**src/rtl/clk_div_pkg.sv**
```systemverilog
// Shared types and helpers for the clk_div_ctrl clock-divider controller.
package clk_div_pkg;

  typedef enum logic [1:0] {IDLE, RUN, DRAIN, STOP} state_t;

  localparam logic [31:0] DIV_MIN = 32'd2;

  function automatic logic is_legal_div(input logic [31:0] value);
    return value >= DIV_MIN;
  endfunction

endpackage

```
**src/rtl/clk_div_ctrl_if.sv**
```systemverilog
// Divisor-change request handshake between a requester and clk_div_ctrl.
interface clk_div_ctrl_if #(
  parameter int DIV_W = 8
);
  logic             div_req_valid;
  logic [DIV_W-1:0] div_req_value;
  logic             div_req_ready;

  modport master (output div_req_valid, div_req_value, input div_req_ready);
  modport slave  (input div_req_valid, div_req_value, output div_req_ready);
endinterface

```
**src/rtl/clk_div_core.sv**
```systemverilog
// Divide counter, registered waveform and clock-enable strobe; all outputs are
// computed from next-cycle values so they line up with the counter register.
module clk_div_core #(
  parameter int DIV_W     = 8,
  parameter int DIV_RESET = 3
) (
  input  logic             clkin,
  input  logic             reset_n,
  input  logic             run,
  input  logic             load,
  input  logic [DIV_W-1:0] load_value,
  output logic [DIV_W-1:0] div_active,
  output logic             wrap,
  output logic             high_pos,
  output logic             clk_en_pulse
);

  localparam logic [DIV_W-1:0] DIV_RST_V = DIV_W'(DIV_RESET);
  localparam logic [DIV_W-1:0] ONE       = DIV_W'(1);

  logic             run_q;
  logic [DIV_W-1:0] cnt;
  logic [DIV_W-1:0] cnt_nxt;
  logic [DIV_W-1:0] div_nxt;
  logic             high_nxt;
  logic             en_nxt;

  // D >= 2 always holds, so D-1 never underflows and cnt never exceeds D-1.
  assign wrap = (cnt == div_active - ONE);

  always_comb begin
    div_nxt  = load ? load_value : div_active;
    cnt_nxt  = '0;
    // The first running cycle after idle starts at zero rather than incrementing.
    if (run && run_q) cnt_nxt = wrap ? '0 : cnt + ONE;
    high_nxt = run && (cnt_nxt < (div_nxt >> 1));
    en_nxt   = run && (cnt_nxt == div_nxt - ONE);
  end

  always_ff @(posedge clkin or negedge reset_n) begin
    if (!reset_n) begin
      run_q        <= 1'b0;
      cnt          <= '0;
      div_active   <= DIV_RST_V;
      high_pos     <= 1'b0;
      clk_en_pulse <= 1'b0;
    end else begin
      run_q        <= run;
      cnt          <= cnt_nxt;
      div_active   <= div_nxt;
      high_pos     <= high_nxt;
      clk_en_pulse <= en_nxt;
    end
  end

endmodule

```
**src/rtl/clk_div_ctrl.sv**
```systemverilog
// Glitch-free programmable clock divider controller: FSM and divisor handshake.
// Optional macro CLK_DIV_ODD_DUTY_EN adds a negedge retime for 50% duty on odd D.
module clk_div_ctrl
  import clk_div_pkg::*;
#(
  parameter int DIV_W     = 8,
  parameter int DIV_RESET = 3
) (
  input  logic               clkin,
  input  logic               reset_n,
  input  logic               enable,
  clk_div_ctrl_if.slave      req,
  output logic [DIV_W-1:0]   div_active,
  output logic               busy,
  output logic               clkout,
  output logic               clk_en_pulse,
  output logic               err_pulse
);

  state_t           state;
  state_t           state_nxt;
  logic [DIV_W-1:0] pending;
  logic [DIV_W-1:0] load_value;
  logic             load;
  logic             run;
  logic             wrap;
  logic             high_pos;
  logic             xfer;
  logic             legal;

  assign req.div_req_ready = (state == IDLE) || (state == RUN);
  assign xfer              = req.div_req_valid && req.div_req_ready;
  assign legal             = is_legal_div(32'(req.div_req_value));
  assign busy              = (state != IDLE);
  assign run               = (state_nxt != IDLE);

  always_comb begin
    state_nxt  = state;
    load       = 1'b0;
    load_value = req.div_req_value;
    case (state)
      IDLE: begin
        if (xfer && legal) load = 1'b1;
        if (enable) state_nxt = RUN;
      end
      RUN: begin
        if (xfer && legal) state_nxt = DRAIN;
        else if (!enable)  state_nxt = STOP;
      end
      DRAIN: begin
        // Swap divisors only on the period boundary so clkout never glitches.
        if (wrap) begin
          load       = 1'b1;
          load_value = pending;
          state_nxt  = enable ? RUN : IDLE;
        end
      end
      STOP: begin
        if (enable)    state_nxt = RUN;
        else if (wrap) state_nxt = IDLE;
      end
      default: state_nxt = IDLE;
    endcase
  end

  always_ff @(posedge clkin or negedge reset_n) begin
    if (!reset_n) begin
      state     <= IDLE;
      pending   <= '0;
      err_pulse <= 1'b0;
    end else begin
      state     <= state_nxt;
      err_pulse <= xfer && !legal;
      if (state == RUN && xfer && legal) pending <= req.div_req_value;
    end
  end

  clk_div_core #(
    .DIV_W     (DIV_W),
    .DIV_RESET (DIV_RESET)
  ) u_core (
    .clkin        (clkin),
    .reset_n      (reset_n),
    .run          (run),
    .load         (load),
    .load_value   (load_value),
    .div_active   (div_active),
    .wrap         (wrap),
    .high_pos     (high_pos),
    .clk_en_pulse (clk_en_pulse)
  );

`ifdef CLK_DIV_ODD_DUTY_EN
  logic high_neg;

  // Half-cycle delayed copy of the high term stretches odd-D high time by 0.5.
  always_ff @(negedge clkin or negedge reset_n) begin
    if (!reset_n) high_neg <= 1'b0;
    else          high_neg <= high_pos;
  end

  assign clkout = high_pos | (div_active[0] & high_neg);
`else
  assign clkout = high_pos;
`endif

endmodule

```
**src/flat_wrapper.sv**
```systemverilog
// flat-port wrapper written by rule: the top's interface ports become plain ports
module clk_div_ctrl_flat import clk_div_pkg::*;
#(
  parameter int DIV_W     = 8,
  parameter int DIV_RESET = 3
)
  (clkin, reset_n, enable, div_active, busy, clkout, clk_en_pulse, err_pulse, req_div_req_valid, req_div_req_value, req_div_req_ready);
  clk_div_ctrl_if #(.DIV_W(DIV_W)) req_i ();
  input  logic clkin;
  input  logic reset_n;
  input  logic enable;
  output logic [DIV_W-1:0] div_active;
  output logic busy;
  output logic clkout;
  output logic clk_en_pulse;
  output logic err_pulse;
  input wire logic [$bits(req_i.div_req_valid)-1:0] req_div_req_valid;
  input wire logic [$bits(req_i.div_req_value)-1:0] req_div_req_value;
  output wire logic [$bits(req_i.div_req_ready)-1:0] req_div_req_ready;
  assign req_i.div_req_valid = req_div_req_valid;
  assign req_i.div_req_value = req_div_req_value;
  assign req_div_req_ready = req_i.div_req_ready;
  clk_div_ctrl #(.DIV_W(DIV_W), .DIV_RESET(DIV_RESET)) u_core (.clkin(clkin), .reset_n(reset_n), .enable(enable), .req(req_i), .div_active(div_active), .busy(busy), .clkout(clkout), .clk_en_pulse(clk_en_pulse), .err_pulse(err_pulse));
endmodule
```
**config.mk**
```make
export PLATFORM = sky130hd
export DESIGN_NAME = clk_div_ctrl_flat
export DESIGN_NICKNAME = d
export VERILOG_FILES = /design/src/rtl/clk_div_pkg.sv /design/src/rtl/clk_div_ctrl_if.sv /design/src/rtl/clk_div_core.sv /design/src/rtl/clk_div_ctrl.sv /design/src/flat_wrapper.sv
export SDC_FILE = /design/constraint.sdc
export NUM_CORES = 1
export LEC_CHECK = 0
export ABC_AREA = 1
export CAP_MARGIN = 20
export CORE_MARGIN = 2
export CORE_UTILIZATION = 50
export CTS_CLUSTER_DIAMETER = 80
export DETAILED_ROUTE_END_ITERATION = 16
export PLACE_DENSITY = 0.72
export SLEW_MARGIN = 20
export SYNTH_ARGS = -nofsm -noshare
export SYNTH_HDL_FRONTEND = slang
export SYNTH_HIERARCHICAL = 1
export SYNTH_SLANG_ARGS = --single-unit
```
**constraint.sdc**
```tcl
create_clock -name clkin -period 4.15 [get_ports clkin]
set_clock_uncertainty 0.2 [all_clocks]
set_input_delay 0.6225 -clock clkin [delete_from_list [all_inputs] [get_ports clkin]]
set_output_delay 0.6225 -clock clkin [all_outputs]
set_load 0.02 [all_outputs]
```
After elaboration in Yosys (flattened, before gate mapping)
Index checks and enable logic that the tools add are counted.
{ "op_classes": {"add_sub_neg": 3, "magnitude_cmp": 2, "n_eq_ne": 5, "mux": 16, "reduce_logical": 13} }
{ "op_table": {"columns": ["cell", "n"], "rows": [
  ["two-way mux 8 bit", 5],
  ["== test 8 bit", 2],
  ["subtractor 8 x 1 -> 8 bit, second input constant", 2],
  ["two-way mux 2 bit", 6],
  ["adder 8 x 1 -> 8 bit, second input constant", 1],
  ["greater-or-equal comparator 8 x 2 -> 1 bit, second input constant", 1],
  ["logical AND 1 bit", 8],
  ["< comparator 8 x 7 -> 1 bit", 1],
  ["case mux 2 bit (4 select lines)", 1],
  ["== test 2 bit, second input constant", 2],
  ["nonzero test 2 bit", 2],
  ["two-way mux 1 bit", 3],
  ["== test 2 x 1 -> 1 bit, second input constant", 1],
  ["zero test 2 bit", 1],
  ["case mux 1 bit (2 select lines)", 1],
  ["zero test 1 bit", 1],
  ["logical OR 1 bit", 1]
]} }
{ "word_totals": {"reg_bits": 30, "out_inout_bits": 13, "wordCells": 47} }

Logic depth before layout (Yosys ltp)
Gate-level depths: netlist of run 1.
{ "depth": {"word_depth": 11, "depth_mapped": 29, "mapped_depth_nobuf": 28} }

Hierarchy
The synthesis of run 1 kept the hierarchy.
{ "by_module_without_submodules": {"columns": ["module", "instances", "cells_per_inst", "area_each_um2", "seq_area_each_um2"], "rows": [
  ["clk_div_core", 1, 221, 1551.5, 478.0],
  ["clk_div_ctrl", 1, 84, 644.4, 275.3]
]} }

Worst setup path before layout of run 1
Ideal clock, no wire load.
{ "synth_path": {"kind": "register to register", "startpoint": "register u_core.u_core.div_active[0]", "endpoint": "register u_core.u_core.clk_en_pulse", "setup_ns": 0.071, "arrival_time_ns": 3.540, "setup_slack_ns": 0.338, "path_stages_with_launch": 29, "path_buffers": 2, "path_cell_list": "dfstp_2 inv_1 ha_1 inv_1 nand2_1 nand2_1 nor2_1 nand2_1 nor2_1 nand2_1 nor2_1 nand2_2 inv_1 nand2_2 buf_6 o21ai_0 buf_6 nand2_1 o21ai_1 ha_1 nand2_1 nor2_1 nand3_1 xor2_1 inv_1 nand2_1 nand2_1 nand3b_1 nor2_1"} }
{ "synth_rtl": {"columns": ["element", "line_no", "rtl"], "rows": [
  ["from (decl)", "clk_div_core.sv:12", "output logic [DIV_W-1:0] div_active,"],
  ["from (signal assigned)", "clk_div_core.sv:50", "div_active <= div_nxt;"],
  ["subtractor 8 x 1 -> 8 bit", "clk_div_core.sv:29", "assign wrap = (cnt == div_active - ONE);"],
  ["== test 8 bit", "clk_div_core.sv:29", null],
  ["named net u_core.wrap", "clk_div_ctrl.sv:26", "logic wrap;"],
  ["two-way mux 1 bit", "clk_div_ctrl.sv:52", "if (wrap) begin"],
  ["case mux 1 bit (2 select lines)", "clk_div_ctrl.sv:41", "case (state)"],
  ["named net u_core.load", "clk_div_ctrl.sv:24", "logic load;"],
  ["two-way mux 8 bit", "clk_div_core.sv:32", "div_nxt = load ? load_value : div_active;"],
  ["subtractor 8 x 1 -> 8 bit", "clk_div_core.sv:37", "en_nxt = run && (cnt_nxt == div_nxt - ONE);"],
  ["== test 8 bit", "clk_div_core.sv:37", null],
  ["logical AND 1 bit", "clk_div_core.sv:37", null],
  ["named net u_core.u_core.en_nxt", "clk_div_core.sv:26", "logic en_nxt;"],
  ["to (signal assigned)", "clk_div_core.sv:52", "clk_en_pulse <= en_nxt;"],
  ["to (decl)", "clk_div_core.sv:15", "output logic clk_en_pulse"]
]} }
The timed path passes the listed nets, and every way through them passes these cells.
A chain may end at the register's enable or synchronous reset.

Worst setup path in the final report of run 1
{ "layout_path": {"startpoint": "register u_core.u_core.div_active[0]", "endpoint": "register u_core.u_core.clk_en_pulse"} }
{ "layout_rtl": {"columns": ["element", "line_no", "rtl"], "rows": [
  ["subtractor 8 x 1 -> 8 bit", "clk_div_core.sv:29", null],
  ["== test 8 bit", "clk_div_core.sv:29", null],
  ["named net u_core.wrap", "clk_div_ctrl.sv:26", null],
  ["two-way mux 8 bit", "clk_div_ctrl.sv:52", null],
  ["two-way mux 8 bit", "clk_div_ctrl.sv:41", null],
  ["named net u_core.load_value[2]", "clk_div_ctrl.sv:23", "logic [DIV_W-1:0] load_value;"],
  ["two-way mux 8 bit", "clk_div_core.sv:32", null],
  ["subtractor 8 x 1 -> 8 bit", "clk_div_core.sv:37", null],
  ["== test 8 bit", "clk_div_core.sv:37", null],
  ["logical AND 1 bit", "clk_div_core.sv:37", null],
  ["named net u_core.u_core.en_nxt", "clk_div_core.sv:26", null]
]} }
The timed path passes the listed nets, and every way through them passes these cells.

==> flow_summary.json, run 1 <==
{
  "status": "completed",
  "pwr-share-clk_pct": 13.8,
  "cp_num_buf_inv": 5,
  "path_max_fanout": 16,
  "worst_pin_slew_ns": 0.596,
  "cp_top_family": "simple AND/OR/NAND/NOR gates",
  "ys_types": 25,
  "yosysTopAreaCellShare_pct": 31.9,
  "clkLatencyLatePin_ns": 0.28,
  "die_width_um": 70.3,
  "row_count": 24,
  "cts_hold_buf": 0,
  "num_antenna_cells": 0,
  "ant_nets": 0,
  "ioPinCount": 25,
  "seq_power_share_pct": 30.2,
  "pwr_density_cell_nw_per_um2": 672,
  "setup.worst_path.end_class": "register",
  "yosysTopAreaCell": "dfrtp_1",
  "ys_seq_area_share_pct": 34.3,
  "worst_slack_ns": 0.446,
  "dp_slack_ns": 0.228,
  "firstDrtPassIters": 4,
  "grt-ovfl-total": 0,
  "grt_antenna_before_repair": 0,
  "worstPathRequired_ns": 4.16,
  "crit_type": "reg2reg",
  "critical_path.slowest_cell": "dfstp_2",
  "hold_violations": 0,
  "clock_sinks": 30,
  "min-delay-start": "u_core/pending[1]",
  "synth_top_family_by_area": "simple AND/OR/NAND/NOR gates",
  "power_switching_mw": 0.821,
  "initial_core_util_pct": 51.1,
  "crit_path_start": "u_core/u_core/div_active[0]",
  "dpl.hpwl_um": 3740,
  "setup_tns_ns": 0,
  "power_leakage_nw": 1.35,
  "grt_pass1_wl_um": 8420,
  "drive_gt1_share_pct": 17.6,
  "vias_per_cell": 4.97,
  "vias": 1930,
  "syn_area_per_cell_um2": 7.20,
  "synthToLayoutAreaGrowth_pct": 18.2,
  "synthTopCellsByArea": "dfrtp_1 32%, nand2_1 13%, inv_1 8.2%",
  "first_iter_violations": 102,
  "finalCritPeriodShare_pct": 89.2,
  "post_cts_buffers": 0,
  "synth_xor_area_share_pct": 7.18,
  "yosysWarnings": 6,
  "relSlewSlack_pct": 59.9,
  "rr_worst_depth": 28,
  "r2r_setup_slack_ns": 0.45,
  "grt_max_degree": 31,
  "grtUsageTotal_pct": 21.6,
  "p_int_mw": 0.925,
  "start_kind": "register",
  "rsz0062_at_grt": "no",
  "wirelength_um": 4770,
  "cts.repair.resized": 0,
  "maxCapViolCount": 0,
  "grt_pass1_vias": 1865,
  "htree_num_levels": 2,
  "avgRoutedWirePerCell_um": 12.3,
  "fin_nets": 356,
  "whs_path_depth": 2,
  "gp_congestion": 0.965,
  "cp.arrival_ns": 3.71,
  "cts_max_path_buffers": 2,
  "cts_root_buf": "clkbuf_8",
  "cts.clk_slew.worst_paths_ns": 0.06,
  "cts_made_buffers": 5,
  "synthMuxAreaShare_pct": 0,
  "syn_nets": 326,
  "synth_area_um2": 2200,
  "synth_compound_area_share_pct": 10.3,
  "cts_tree": "built",
  "synthSimpleGateAreaFrac_pct": 30.9,
  "min_path_type": "reg2reg",
  "fp.coreArea_um2": 4290,
  "period_needed_ns": 3.70,
  "cp.depth": 28,
  "ir_drop_mv": 0.370,
  "max_freq_ghz": 0.270,
  "crit_top_cell": "nand2_1",
  "slew_violations": 0,
  "syn_inst": 305,
  "setup_viol": 0,
  "synthAdderAreaFrac_pct": 5.13,
  "synth_seq_cells": 30,
  "r2r_start": "u_core/u_core/div_active[0]",
  "die_h_um": 70.3,
  "io_buffers": 24,
  "fillers": 410,
  "post-route-drc-count": 0,
  "cpPeakStageDelay_ns": 0.56,
  "dieArea_um2": 4940,
  "pwr-share-comb_pct": 56.0,
  "swShare_pct": 47.0
}
placed cells by master, fill, tap and decap left out:
cell type	count
clkinv_2	1
ha_2	1
nand3b_2	1
o21ai_2	15
nand2_2	7
nor2_2	10
dfstp_2	2
nand2_4	1
buf_4	2
ha_1	8
inv_2	10
nor3_2	1
clkbuf_1	1
o21bai_1	4
nand2_1	77
xor2_1	15
o21ai_0	5
dfrtp_1	28
a21oi_1	10
nand3b_1	3
buf_6	1
inv_1	47
clkbuf_8	6
nor2_1	29
o21ai_4	1
nand4_1	5
nor3_1	3
xnor2_1	3
clkdlybuf4s50_1	24
nand3_1	15
worst register-to-register path, delay by kind of cell (launching register included):
kind / cells / cell delay, ns
fa+ha+maj: 1 / 0.32
flops: 1 / 0.56
compound gates: 3 / 0.35
xor+xnor: 1 / 0.20
buf+inv: 5 / 0.47
simple gates: 18 / 1.55
sequential cells by signal, indices dropped and copies added, names as in the netlist:
signal	flops
u_core/u_core/clk_en_pulse	1
u_core/u_core/high_pos	1
u_core/err_pulse	1
u_core/u_core/div_active	8
u_core/u_core/cnt	8
u_core/state	2
u_core/pending	8
u_core/u_core/run_q	1
per-stage QoR:
step	cell area, µm²	power, mW	instances	utilization (%)	hold slack (ns)
after floorplan	2200	1.24	305	-	0.127
after global placement	2470	1.45	380	57.5	0.264
after detailed placement	2470	1.48	380	57.5	0.271
after CTS	2560	1.73	388	59.6	0.287
after global routing	2600	1.91	388	60.5	0.310
final	2600	1.75	388	60.5	0.287
power by group through the flow:
stage	combinational, mW	clock (mW)	sequential [mW]
floorplan	0.691	0	0.547
global placement	0.931	0	0.524
detailed placement	0.953	0	0.526
CTS	0.957	0.248	0.521
global route	1.11	0.260	0.544
finish	0.978	0.240	0.527
final cells by class:
cell class                 instances  area (µm²)  area share [%]
clock buffer                       7        86.3            3.33
inverter                          57         214            8.24
multi-input combinational        214        1210            46.5
timing repair buffer              27         267            10.3
sequential                        30         753            29.0
clock inverter                     1        5.00           0.193
tap                               52        65.1            2.51
worst paths after layout:
path                                               endpoint
min in group asynchronous                  u_core/err_pulse
worst min register to register            u_core/pending[1]
worst min-delay path                      u_core/pending[1]
worst max-delay path             u_core/u_core/clk_en_pulse
max in group asynchronous       u_core/u_core/div_active[0]
worst max register to register   u_core/u_core/clk_en_pulse
cells in the mapped netlist:
cell	n
nor2_2	9
o21ai_1	3
o21bai_1	4
nand3_1	15
nor2_1	30
nand3b_1	3
buf_12	1
nand4_1	5
a21oi_1	10
nand3b_2	1
inv_1	48
dfrtp_1	28
o21ai_2	11
ha_1	9
o21ai_0	7
nand2_4	1
nor3_1	3
nor3_2	1
xor2_1	15
nand2_2	7
buf_6	3
dfstp_2	2
nand2_1	77
inv_2	9
xnor2_1	3
cell families after synthesis:
kind of cell | Yosys count
AND/OR/NAND/NOR | 152
buffers and inverters | 61
AO/OA/AOI/OAI | 35
flip-flops | 30
XOR/XNOR | 18
adder cells (fa/ha/maj) | 9
metal layers:
layer / track usage [%] / wire length, µm
met4: 6.62 / 60
met2: 32.4 / 2200
met1: 31.2 / 2330
met5: 0 / 0
met3: 4.47 / 182
Power figures use the tool's default switching activity.
==> run 2: changes to the inputs <==
--- a/config.mk
+++ b/config.mk
@@ -7,11 +7,14 @@
 export LEC_CHECK = 0
 export ABC_AREA = 1
 export CAP_MARGIN = 20
+export CELL_PAD_IN_SITES_DETAIL_PLACEMENT = 1
+export CELL_PAD_IN_SITES_GLOBAL_PLACEMENT = 2
+export CORE_ASPECT_RATIO = 1.4
 export CORE_MARGIN = 2
-export CORE_UTILIZATION = 50
+export CORE_UTILIZATION = 32
 export CTS_CLUSTER_DIAMETER = 80
 export DETAILED_ROUTE_END_ITERATION = 16
-export PLACE_DENSITY = 0.72
+export PLACE_DENSITY_LB_ADDON = 0.1
 export SLEW_MARGIN = 20
 export SYNTH_ARGS = -nofsm -noshare
 export SYNTH_HDL_FRONTEND = slang
==> run 2 against run 1 <==
Effect of this change:
- die area is 53% higher
- design area is 4.5% higher
- core utilization is 19 points lower
- sequential cell count stayed put
- critical path type unchanged
- largest power group unchanged
==> flow_summary.json, run 2 (same netlist as run 1, synthesis figures left out) <==
{
  "wirelength_um": 6160,
  "grt_pass1_wl_um": 9870,
  "ir_drop_mv": 0.232,
  "grt_antenna_before_repair": 0,
  "pwr_density_cell_nw_per_um2": 674,
  "clkLatencyLatePin_ns": 0.28,
  "critical_path.slowest_cell": "dfstp_2",
  "cts_hold_buf": 0,
  "gp_congestion": 0.793,
  "vias": 1979,
  "first_iter_violations": 32,
  "setup_viol": 0,
  "grt_max_degree": 31,
  "max_freq_ghz": 0.261,
  "die_width_um": 74.0,
  "grt_pass1_vias": 2120,
  "die_h_um": 102,
  "fin_nets": 365,
  "synthToLayoutAreaGrowth_pct": 23.5,
  "cts_root_buf": "clkbuf_8",
  "io_buffers": 24,
  "relSlewSlack_pct": 58.4,
  "finalCritPeriodShare_pct": 92.3,
  "ant_nets": 0,
  "row_count": 35,
  "hold_violations": 0,
  "num_antenna_cells": 0,
  "worstPathRequired_ns": 4.17,
  "cts_made_buffers": 5,
  "min_path_type": "reg2reg",
  "final_common_cell": "nand2_1",
  "crit_type": "reg2reg",
  "final_util_pct": 41.0,
  "power_leakage_nw": 1.38,
  "ioPinCount": 25,
  "fp.coreArea_um2": 6610,
  "period_needed_ns": 3.83,
  "final_cell_mix": "77 x nand2_1, 47 x inv_1, 29 x nor2_1, 28 x dfrtp_1, 24 x clkdlybuf4s50_1",
  "vias_per_cell": 4.53,
  "avgRoutedWirePerCell_um": 14.1,
  "initial_core_util_pct": 33.2,
  "dieArea_um2": 7550,
  "whs_path_depth": 2,
  "setup.worst_path.end_class": "register",
  "cts.clk_slew.worst_paths_ns": 0.07,
  "dpl.hpwl_um": 5000,
  "crit_top_cell": "nand2_1",
  "rr_worst_depth": 29,
  "reg.largest.list": "u_core/pending x8, u_core/u_core/cnt x8, u_core/u_core/div_active x8",
  "slew_violations": 0,
  "clock_sinks": 30,
  "htree_num_levels": 2,
  "status": "completed",
  "setup_tns_ns": 0,
  "cpPeakStageDelay_ns": 0.55,
  "firstDrtPassIters": 4,
  "cts_tree": "built",
  "drive_gt1_share_pct": 19.4,
  "start_kind": "register",
  "path_max_fanout": 16,
  "post-route-drc-count": 0,
  "cp.arrival_ns": 3.85,
  "worst_pin_slew_ns": 0.618,
  "grt-ovfl-total": 0,
  "maxCapViolCount": 0,
  "grtUsageTotal_pct": 17.6,
  "cts_max_path_buffers": 2
}
[run 2: changes by cell type in the layout (fill, tap and decap cells not counted), sizes merged]
cell / delta
clkbuf: -1
buf: +9
clkinv: +1
[run 2: final timing paths]
path                                                    end                   startpoint  slack [ns]
worst max register to register   u_core/u_core/clk_en_pulse  u_core/u_core/div_active[0]        0.32
worst min register to register            u_core/pending[3]            u_core/pending[3]        0.29
min in group asynchronous                   u_core/state[1]                      reset_n        0.54
worst min-delay path                      u_core/pending[3]            u_core/pending[3]        0.29
worst max-delay path             u_core/u_core/clk_en_pulse  u_core/u_core/div_active[0]        0.32
max in group asynchronous       u_core/u_core/div_active[0]                      reset_n        2.87
[run 2: power breakdown]
group	switching [mW]	leakage, nW	total [mW]	internal, mW
logic	0.641	0.978	1.07	0.425
registers	0.118	0.362	0.525	0.407
clock network	0.121	0.0450	0.237	0.116
total	0.879	1.38	1.83	0.948
[run 2: worst max-delay path: cells and delay by family, from the launching register on]
kind / cells / cell delay, ns
and+or+nand+nor: 18 / 1.54
DFF: 1 / 0.55
adders and majority gates: 2 / 0.55
buffers and inverters: 6 / 0.52
xor gates and xnor gates: 1 / 0.20
AOI/OAI and AO/OA: 2 / 0.17
[run 2: per-stage QoR]
stage	instance area [µm²]	hold WS, ns	power (mW)	std cells	setup WS (ns)
global placement	2560	0.266	1.55	425	0.256
global route	2710	0.327	2.01	437	-0.0263
detailed placement	2560	0.282	1.57	425	0.111
floorplan	2200	0.127	1.24	305	0.338
CTS	2640	0.297	1.82	433	0.0935
finish	2710	0.291	1.83	437	0.321
[run 2: what timing repair did]
item	4_1_cts	5_1_grt
endpoints found under the setup margin	0	1
resized for setup	0	11
setup buffers	0	4
[run 2: cell type report]
cell class                 instances  area (µm²)
clock buffer                       6        72.6
clock inverter                     2        10.0
fill                             854        3900
inverter                          57         214
multi-input combinational        214        1210
sequential                        30         753
tap                               92         115
timing repair buffer              36         334
[run 2: metal layers]
layer	global-route usage, %	wire, µm
met3	1.78	121
met2	33.7	3360
met4	8.39	233
met5	0	0
met1	18.5	2440
==> run 3: changes to the inputs <==
--- a/config.mk
+++ b/config.mk
@@ -14,8 +14,8 @@
 export CORE_UTILIZATION = 32
 export CTS_CLUSTER_DIAMETER = 80
 export DETAILED_ROUTE_END_ITERATION = 16
+export HOLD_SLACK_MARGIN = 0.15
 export PLACE_DENSITY_LB_ADDON = 0.1
-export SLEW_MARGIN = 20
 export SYNTH_ARGS = -nofsm -noshare
 export SYNTH_HDL_FRONTEND = slang
 export SYNTH_HIERARCHICAL = 1
==> results of run 3 <==
Final layout, timing and power as in run 2 (identical DEF).
